[config.mk]
export PLATFORM = sky130hd
export DESIGN_NAME = decode_stage
export DESIGN_NICKNAME = d
export VERILOG_FILES = /design/src/rtl/decode_pkg.sv /design/src/rtl/imm_gen.sv /design/src/rtl/decode_stage.sv
export SDC_FILE = /design/constraint.sdc
export NUM_CORES = 1
export LEC_CHECK = 0
export CAP_MARGIN = 20
export CORE_UTILIZATION = 45
export CTS_CLUSTER_SIZE = 12
export DETAILED_ROUTE_END_ITERATION = 7
export PLACE_DENSITY = 0.77
export SLEW_MARGIN = 10
export SYNTH_ARGS = -nofsm -noshare
export SYNTH_HDL_FRONTEND = slang
export SYNTH_SLANG_ARGS = --single-unit
[constraint.sdc]
create_clock -name clk -period 2.3 [get_ports clk]
set_clock_uncertainty 0.05 [all_clocks]
set_input_delay 0.46 -clock clk [delete_from_list [all_inputs] [get_ports clk]]
set_output_delay 0.46 -clock clk [all_outputs]
set_load 0.05 [all_outputs]
[src/rtl/decode_pkg.sv]
// Shared opcode constants, format classes and the decoded-slot record for the
// RV32I decode stage.
package decode_pkg;

  localparam logic [6:0] OP_LUI      = 7'b0110111;
  localparam logic [6:0] OP_AUIPC    = 7'b0010111;
  localparam logic [6:0] OP_JAL      = 7'b1101111;
  localparam logic [6:0] OP_JALR     = 7'b1100111;
  localparam logic [6:0] OP_LOAD     = 7'b0000011;
  localparam logic [6:0] OP_OP_IMM   = 7'b0010011;
  localparam logic [6:0] OP_MISC_MEM = 7'b0001111;
  localparam logic [6:0] OP_SYSTEM   = 7'b1110011;
  localparam logic [6:0] OP_STORE    = 7'b0100011;
  localparam logic [6:0] OP_BRANCH   = 7'b1100011;
  localparam logic [6:0] OP_OP       = 7'b0110011;

  // Slots store the PC at its widest supported size; narrower PCs are zero-extended.
  localparam int PC_MAX_W = 32;

  typedef enum logic [2:0] {
    FMT_R    = 3'd0,
    FMT_I    = 3'd1,
    FMT_S    = 3'd2,
    FMT_B    = 3'd3,
    FMT_U    = 3'd4,
    FMT_J    = 3'd5,
    FMT_NONE = 3'd6
  } fmt_e;

  typedef struct packed {
    logic [PC_MAX_W-1:0] pc;
    logic [31:0]         insn;
    logic [6:0]          opcode;
    logic [4:0]          rd;
    logic [4:0]          rs1;
    logic [4:0]          rs2;
    logic [2:0]          funct3;
    logic [6:0]          funct7;
    logic [31:0]         imm;
    fmt_e                fmt;
    logic                illegal;
  } decoded_t;

  localparam decoded_t DECODED_RST = '{
    pc: '0, insn: '0, opcode: '0, rd: '0, rs1: '0, rs2: '0,
    funct3: '0, funct7: '0, imm: '0, fmt: FMT_NONE, illegal: 1'b0
  };

endpackage

[src/rtl/imm_gen.sv]
// Combinational format classifier and sign-extended immediate builder for
// one RV32I instruction word.
module imm_gen
  import decode_pkg::*;
(
  input  logic [31:0] insn,
  output fmt_e        fmt,
  output logic [31:0] imm,
  output logic        illegal
);

  always_comb begin
    fmt     = FMT_NONE;
    imm     = '0;
    illegal = 1'b0;
    // Compressed or reserved encodings never match a 32-bit opcode.
    if (insn[1:0] != 2'b11) begin
      illegal = 1'b1;
    end else begin
      case (insn[6:0])
        OP_LUI, OP_AUIPC: begin
          fmt = FMT_U;
          imm = {insn[31:12], 12'b0};
        end
        OP_JAL: begin
          fmt = FMT_J;
          imm = {{11{insn[31]}}, insn[31], insn[19:12], insn[20], insn[30:21], 1'b0};
        end
        OP_JALR, OP_LOAD, OP_OP_IMM, OP_MISC_MEM, OP_SYSTEM: begin
          fmt = FMT_I;
          imm = {{20{insn[31]}}, insn[31:20]};
        end
        OP_STORE: begin
          fmt = FMT_S;
          imm = {{20{insn[31]}}, insn[31:25], insn[11:7]};
        end
        OP_BRANCH: begin
          fmt = FMT_B;
          imm = {{19{insn[31]}}, insn[31], insn[7], insn[30:25], insn[11:8], 1'b0};
        end
        OP_OP: begin
          fmt = FMT_R;
        end
        default: begin
          illegal = 1'b1;
        end
      endcase
    end
  end

endmodule

[src/rtl/decode_stage.sv]
// RV32I decode stage: decodes fetch's {pc, insn} on the input path and holds
// results in a registered OUT slot backed by a one-entry SKID slot.
module decode_stage
  import decode_pkg::*;
#(
  parameter int AWIDTH = 32,
  parameter int DWIDTH = 32
) (
  input  logic              clk,
  input  logic              rst,
  input  logic              valid_i,
  output logic              ready_o,
  input  logic [AWIDTH-1:0] pc_i,
  input  logic [DWIDTH-1:0] insn_i,
  input  logic              flush_i,
  output logic              valid_o,
  input  logic              ready_i,
  output logic [AWIDTH-1:0] pc_o,
  output logic [DWIDTH-1:0] insn_o,
  output logic [6:0]        opcode_o,
  output logic [4:0]        rd_o,
  output logic [4:0]        rs1_o,
  output logic [4:0]        rs2_o,
  output logic [2:0]        funct3_o,
  output logic [6:0]        funct7_o,
  output logic [31:0]       imm_o,
  output logic [2:0]        fmt_o,
  output logic              illegal_o
);

  // Handshake: a transfer happens on a rising edge where valid and ready are
  // both high; valid_o and its payload stay put until ready_i takes them, and
  // ready_o is a flop so fetch never sees a combinational path from ready_i.

  decoded_t   dec_in;
  decoded_t   out_q, out_d;
  decoded_t   skid_q, skid_d;
  logic       out_v_q, out_v_d;
  logic       skid_v_q, skid_v_d;
  logic       ready_q;
  logic       acc;
  logic       load_out;
  fmt_e       gen_fmt;
  logic [31:0] gen_imm;
  logic        gen_illegal;
  logic [31:0] insn_w;

  assign insn_w = 32'(insn_i);

  imm_gen u_imm_gen (
    .insn    (insn_w),
    .fmt     (gen_fmt),
    .imm     (gen_imm),
    .illegal (gen_illegal)
  );

  always_comb begin
    dec_in         = DECODED_RST;
    dec_in.pc      = PC_MAX_W'(pc_i);
    dec_in.insn    = insn_w;
    dec_in.opcode  = insn_w[6:0];
    dec_in.rd      = insn_w[11:7];
    dec_in.rs1     = insn_w[19:15];
    dec_in.rs2     = insn_w[24:20];
    dec_in.funct3  = insn_w[14:12];
    dec_in.funct7  = insn_w[31:25];
    dec_in.imm     = gen_imm;
    dec_in.fmt     = gen_fmt;
    dec_in.illegal = gen_illegal;
  end

  assign acc      = valid_i & ready_q;
  assign load_out = ~out_v_q | ready_i;

  // OUT always holds the older entry; SKID only fills while OUT is stalled.
  always_comb begin
    out_d    = out_q;
    skid_d   = skid_q;
    out_v_d  = out_v_q;
    skid_v_d = skid_v_q;
    if (flush_i) begin
      out_v_d  = 1'b0;
      skid_v_d = 1'b0;
    end else if (load_out) begin
      if (skid_v_q) begin
        out_d    = skid_q;
        out_v_d  = 1'b1;
        skid_v_d = 1'b0;
      end else begin
        if (acc) out_d = dec_in;
        out_v_d = acc;
      end
    end else if (acc) begin
      skid_d   = dec_in;
      skid_v_d = 1'b1;
    end
  end

  always_ff @(posedge clk or negedge rst) begin
    if (!rst) begin
      out_q    <= DECODED_RST;
      skid_q   <= DECODED_RST;
      out_v_q  <= 1'b0;
      skid_v_q <= 1'b0;
      ready_q  <= 1'b1;
    end else begin
      out_q    <= out_d;
      skid_q   <= skid_d;
      out_v_q  <= out_v_d;
      skid_v_q <= skid_v_d;
      ready_q  <= ~skid_v_d;
    end
  end

  assign ready_o   = ready_q;
  assign valid_o   = out_v_q;
  assign pc_o      = out_q.pc[AWIDTH-1:0];
  assign insn_o    = out_q.insn[DWIDTH-1:0];
  assign opcode_o  = out_q.opcode;
  assign rd_o      = out_q.rd;
  assign rs1_o     = out_q.rs1;
  assign rs2_o     = out_q.rs2;
  assign funct3_o  = out_q.funct3;
  assign funct7_o  = out_q.funct7;
  assign imm_o     = out_q.imm;
  assign fmt_o     = out_q.fmt;
  assign illegal_o = out_q.illegal;

endmodule

==> results of run 1 <==
## metal layers
layer	wire, um	GRT usage (%)	up-vias
met3	1400	3.96	32
met1	10300	31.0	3660
met4	393	5.63	0
met2	11300	37.0	206
li1	-	-	3639
met5	0	0	-
## logic make-up (layout without fill, tap and decap cells)
family          count (synthesis)  in the layout  synth area share [%]
simple gates                  447            447                  20.6
flops                         203            203                  55.1
compound gates                162            162                  11.2
buf+inv                       101            310                  5.80
mux                            66             66                  7.18
xor+xnor                        1              1                0.0949
## power groups by stage
stage | Clock [mW] | Combinational [mW] | Sequential (mW)
3_5_place_dp | 0 | 3.41 | 4.68
3_3_place_gp | 0 | 3.36 | 4.65
6_report | 3.35 | 3.40 | 4.62
2_1_floorplan | 0 | 1.27 | 5.62
4_1_cts | 3.42 | 3.43 | 4.62
5_1_grt | 3.57 | 3.61 | 4.71
## state kept, by name (all words and copies together), names as in the netlist
| register | flops |
|---|---|
| valid_o | 1 |
| imm_o | 32 |
| skid_v_q | 1 |
| illegal_o | 1 |
| fmt_o | 3 |
| skid_q | 100 |
| insn_o | 32 |
| ready_o | 1 |
| pc_o | 32 |
## metrics by stage
stage	util (%)	instances	hold slack, ps	TNS (ps)	total power [mW]
finish	61.6	1459	407	0	11.4
global route	61.6	1459	429	0	11.9
CTS	61.6	1459	409	0	11.5
detailed placement	58.1	1418	401	-4150	8.09
global placement	58.1	1418	391	-2740	8.01
floorplan	-	980	114	0	6.88
## path summary, 6_finish.rpt
kind                               to  depth (start not counted)      start
max                          imm_o[1]                          1   imm_o[1]
min                         skid_q[3]                          2  skid_q[3]
max reg2reg                 imm_o[19]                          5    ready_o
min reg2reg                 skid_q[3]                          2  skid_q[3]
max in group asynchronous  insn_o[28]                          3        rst
min in group asynchronous  skid_q[83]                          2        rst
## cells in the final DEF, fill, tap and decap left out, types with 2 or more instances in the layout
cell type,Yosys,layout
nand2_1,310,310
clkdlybuf4s50_1,0,198
dfrtp_1,198,197
o21ai_1,64,64
mux2i_1,64,64
nor2_1,55,55
buf_4,33,54
nand3_1,29,28
nor3b_1,24,24
clkbuf_16,0,23
a21oi_1,20,20
o21ai_0,18,18
a211oi_1,14,14
a31oi_1,13,13
buf_12,0,12
a211oi_2,10,10
clkbuf_1,34,6
clkinv_2,0,6
nor2b_1,5,5
clkbuf_8,0,5
dfstp_2,5,5
nand2b_1,4,4
inv_1,4,4
a22oi_1,4,4
o31ai_1,4,4
and3_1,4,3
a32oi_1,2,2
nor3_2,1,2
nor3_1,3,2
o21ai_2,2,2
mux2_2,2,2
nand3b_1,2,2
o21ba_2,2,2
o211ai_1,2,2
## layout make-up
class,count,area (um^2)
tap,270,338
sequential,203,5090
clock inverter,7,37.5
timing repair buffer,266,2650
fill,1721,7750
multi-input combinational,676,3640
inverter,4,15.0
clock buffer,33,653
==> flow_metrics.env, run 1 <==
export IMPL_outcome="finished, final reports clean"
export IMPL_pwr_share_clk_pct=29.5
export IMPL_buffers_inserted_by_post_cts_timing_repair=0
export IMPL_row_count=52
export IMPL_synth_edf_count=0
export IMPL_cap_viol_max_count=0
export IMPL_die_w_um=145
export IMPL_tritoncts="yes"
export IMPL_max_fanout_on_critical_path=2
export IMPL_post_synth_main_area_contributors="dfrtp_1 (54%), nand2_1 (13%), mux2i_1 (6.9%)"
export IMPL_worst_path_buf_inv=1
export IMPL_hpwl_mm=16.0
export IMPL_tightest_slew_ps=789
export IMPL_async_flop_share_pct=100
export IMPL_yosysWarnings=0
export IMPL_antenna_found_initial=0
export IMPL_routed_wl_mm=23.4
export IMPL_timing_setup_critical_path_class="reg2out"
export IMPL_nets=1243
export IMPL_min_delay_path_class="reg2reg"
export IMPL_synthToLayoutAreaGrowth_pct=34.6
export IMPL_dp_worst_setup_slack_ps=-279
export IMPL_count_of_hold_buffers_inserted_by_post_cts_repair=1
export IMPL_detail_route_first_pass_iterations=5
export IMPL_grt_ovfl_total=0
export IMPL_timing_critical_path_slowest_stage_cell="clkdlybuf4s50_1"
export IMPL_timing_final_setup_violations=0
export IMPL_placed_cell_areas_mm2=0.0117
export IMPL_yosysSeqAreaShare_pct=55.1
export IMPL_leakage_nw=5.45
export IMPL_path_cells="clkdlybuf4s50_1"
export IMPL_crit_path_end_kind="output pin"
export IMPL_core_outline_area_mm2=0.0202
export IMPL_synth_most_common_cell="nand2_1"
export IMPL_worst_ir_drop_vdd_uv=565
export IMPL_sequentialPowerShare_pct=40.6
export IMPL_post_synth_cell_types=49
export IMPL_total_die_area_mm2=0.0211
export IMPL_yosys_top_cells_count="nand2_1 (310), dfrtp_1 (198), mux2i_1 (64), o21ai_1 (64), nor2_1 (55)"
export IMPL_final_hold_viol_count=0
export IMPL_wire_length_of_the_first_global_routing_pass_mm=38.6
export IMPL_setup_reg_to_reg_worst_slack_ps=300
export IMPL_post_cts_resized_instances=0
export IMPL_path_delay_family="buffers and inverters"
export IMPL_clock_pin_slew_worst_setup_and_hold_paths_ps=60
export IMPL_synth_cell_area_mm2=0.00923
export IMPL_grt_pass1_vias=7387
export IMPL_switching_share_pct=35.0
export IMPL_die_y_um=145
export IMPL_power_switching_mw=3.98
export IMPL_final_critical_path_setup_slack_ps=60.1
export IMPL_grt_setup_unrepaired="no"
export IMPL_grt_usage_pct=22.5
export IMPL_cts_path_max_buffers=3
export IMPL_cts_inserted_buffers=23
export IMPL_yosys_area_top_type_share_pct=53.7
export IMPL_setup_worst_path_start_class="flop"
export IMPL_boundaryPins=203
export IMPL_place_congestion=0.823
export IMPL_drc_errors=0
export IMPL_final_layout_size_suffix_gt1_share_pct=11.3
export IMPL_detail_route_wl_per_cell_um=16.0
export IMPL_antenna_cells_inserted=0
export IMPL_maximum_number_of_pins_on_one_net_before_global_route_repair=61
export IMPL_data_arrival_time_of_the_critical_path_ps=1730
export IMPL_syn_area_per_cell_um2=9.42
export IMPL_combPwrFrac_pct=29.9
export IMPL_insertion_delay_ps=500
export IMPL_root_buffer="clkbuf_16"
export IMPL_internal_power_mw=7.40
export IMPL_initial_utilization_pct=45.8
export IMPL_drt_first_iter_violations=466
export IMPL_cell_type_with_the_largest_total_area_after_synthesis="dfrtp_1"
export IMPL_cp_slowest_stage_delay_ps=870
export IMPL_route_antenna_remaining_nets=0
export IMPL_cts_htree_levels=1
export IMPL_timing_max_slew_rel_slack_pct=47.4
export IMPL_placement_io_buffers=202
export IMPL_yosys_most_used_dff="dfrtp_1"
export IMPL_layout_cell_area_non_filler_mm2=0.0124
export IMPL_p_per_area_mw_per_mm2=916
export IMPL_finalCritPeriodShare_pct=97.4
export IMPL_syn_inst=980
export IMPL_vias=7537
export IMPL_drt_vias_per_instance=5.17
export IMPL_finalWorstPathRequiredPeriod_ps=2240
export IMPL_achievable_freq_mhz=446
export IMPL_synth_net_count=1049
export IMPL_postSynthRegisterBits=203
export IMPL_clock_sink_count=203
export IMPL_timing_final_max_slew_violations=0
export IMPL_timing_critical_path_required_ps=1790
No activity file was read; power rests on OpenSTA's default activity.
==> inputs of run 2 (changes only) <==
SETUP_SLACK_MARGIN = 0.05   (was unset)
==> flow_metrics.env, run 2 (synthesis results as in run 1) <==
export IMPL_power_switching_mw=3.98
export IMPL_internal_power_mw=7.39
export IMPL_drt_vias_per_instance=5.17
export IMPL_final_fill_count=1715
export IMPL_overall_power_mw=11.4
export IMPL_synthToLayoutAreaGrowth_pct=34.9
export IMPL_worst_ir_drop_vdd_uv=565
export IMPL_initial_utilization_pct=45.8
export IMPL_clock_pin_slew_worst_setup_and_hold_paths_ps=60
export IMPL_grt_setup_unrepaired="no"
export IMPL_vias=7538
export IMPL_tritoncts="yes"
export IMPL_data_arrival_time_of_the_critical_path_ps=1700
export IMPL_die_y_um=145
export IMPL_sequentialPowerShare_pct=40.6
export IMPL_maximum_number_of_pins_on_one_net_before_global_route_repair=61
export IMPL_grt_usage_pct=22.5
export IMPL_timing_setup_critical_path_class="reg2out"
export IMPL_path_cells="clkdlybuf4s50_1"
export IMPL_root_buffer="clkbuf_16"
export IMPL_timing_max_slew_rel_slack_pct=46.9
export IMPL_cp_slowest_stage_delay_ps=840
export IMPL_die_w_um=145
export IMPL_routed_wl_mm=23.4
export IMPL_path_delay_family="buffers and inverters"
export IMPL_nets=1243
export IMPL_insertion_delay_ps=500
export IMPL_boundaryPins=203
export IMPL_wire_length_of_the_first_global_routing_pass_mm=38.6
export IMPL_setup_worst_path_start_class="flop"
export IMPL_reg2reg_depth=5
export IMPL_buffers_inserted_by_post_cts_timing_repair=0
export IMPL_drt_first_iter_violations=463
export IMPL_cts_htree_levels=1
export IMPL_placement_io_buffers=202
export IMPL_final_layout_size_suffix_gt1_share_pct=11.3
export IMPL_timing_final_setup_violations=0
export IMPL_antenna_found_initial=0
export IMPL_achievable_freq_mhz=452
export IMPL_row_count=52
export IMPL_min_delay_path_class="reg2reg"
export IMPL_max_fanout_on_critical_path=2
export IMPL_place_congestion=0.823
export IMPL_placed_cell_areas_mm2=0.0117
export IMPL_final_hold_viol_count=0
export IMPL_timing_critical_path_required_ps=1790
export IMPL_combPwrFrac_pct=29.8
export IMPL_detail_route_wl_per_cell_um=16.0
export IMPL_crit_path_end_kind="output pin"
export IMPL_p_per_area_mw_per_mm2=913
export IMPL_outcome="finished, final reports clean"
export IMPL_tightest_slew_ps=797
export IMPL_grt_ovfl_total=0
export IMPL_finalCritPeriodShare_pct=96.1
export IMPL_leakage_nw=5.62
export IMPL_post_route_util_pct=61.7
export IMPL_grt_pass1_vias=7387
export IMPL_cts_inserted_buffers=23
export IMPL_worst_path_buf_inv=1
export IMPL_timing_final_max_slew_violations=0
export IMPL_hpwl_mm=16.0
export IMPL_total_die_area_mm2=0.0211
export IMPL_timing_critical_path_slowest_stage_cell="clkdlybuf4s50_1"
export IMPL_largest_register_ffs=100
export IMPL_total_negative_slack_for_setup_checks_ps=0
export IMPL_finalWorstPathRequiredPeriod_ps=2210
export IMPL_final_cell_mix="nand2_1 (310), dfrtp_1 (197), clkdlybuf4s50_1 (181), o21ai_1 (64), mux2i_1 (64)"
export IMPL_antenna_cells_inserted=0
export IMPL_hold_depth=2
export IMPL_cts_path_max_buffers=3
export IMPL_critical_path_cell_count=1
export IMPL_drc_errors=0
export IMPL_layout_cells_most_common="nand2_1"
export IMPL_pwr_share_clk_pct=29.5
export IMPL_clock_sink_count=203
export IMPL_layout_cell_area_non_filler_mm2=0.0125
export IMPL_largest_register="skid_q"
export IMPL_route_antenna_remaining_nets=0
export IMPL_detail_route_first_pass_iterations=5
export IMPL_core_outline_area_mm2=0.0202
export IMPL_switching_share_pct=35.0
export IMPL_cap_viol_max_count=0
==> run 2: cell type report <==
| cell class | count | area (um^2) | area share, % |
|---|---|---|---|
| well taps | 270 | 338 | 2.71 |
| clock buffers | 33 | 653 | 5.25 |
| repair buffers | 266 | 2680 | 21.5 |
| flip-flops and latches | 203 | 5090 | 40.9 |
| inverters | 4 | 15.0 | 0.121 |
| clock inverters | 7 | 37.5 | 0.301 |
| multi-input cells | 676 | 3640 | 29.2 |
==> run 2: repair_timing <==
item	in CTS	in global routing
pin swaps	0	0
hold buffers	1	0
gates resized for setup	3	14
endpoints found under the setup margin	3	15
endpoints found under the hold margin	55	0
==> run 2: per-stage QoR <==
stage	setup WS, ps	hold slack (ps)	cells
after global routing	50.2	429	1459
after detailed placement	-279	401	1418
after floorplan	271	114	980
after global placement	-170	391	1418
final	88.6	406	1459
after CTS	52.6	409	1459
==> run 2: per-layer routing <==
metal | vias up | share of wire [%] | global-route usage (%)
met5 | - | 0 | 0
met4 | 0 | 1.7 | 5.63
met3 | 34 | 5.7 | 3.96
met2 | 200 | 48 | 37.0
met1 | 3667 | 45 | 31.0
li1 | 3637 | - | -
==> run 2: path summary, 6_finish.rpt <==
kind	slack [ps]	end	start
max	90	imm_o[20]	imm_o[20]
min	410	skid_q[3]	skid_q[3]
max reg2reg	290	imm_o[19]	ready_o
min reg2reg	410	skid_q[3]	skid_q[3]
max in group asynchronous	1070	insn_o[28]	rst
min in group asynchronous	440	skid_q[83]	rst
==> run 2: power groups by stage <==
stage	clock [mW]	combinational (mW)	sequential [mW]
after global placement	0	3.36	4.65
after detailed placement	0	3.41	4.68
final	3.36	3.39	4.62
after global routing	3.57	3.60	4.71
after CTS	3.42	3.42	4.62
after floorplan	0	1.27	5.62
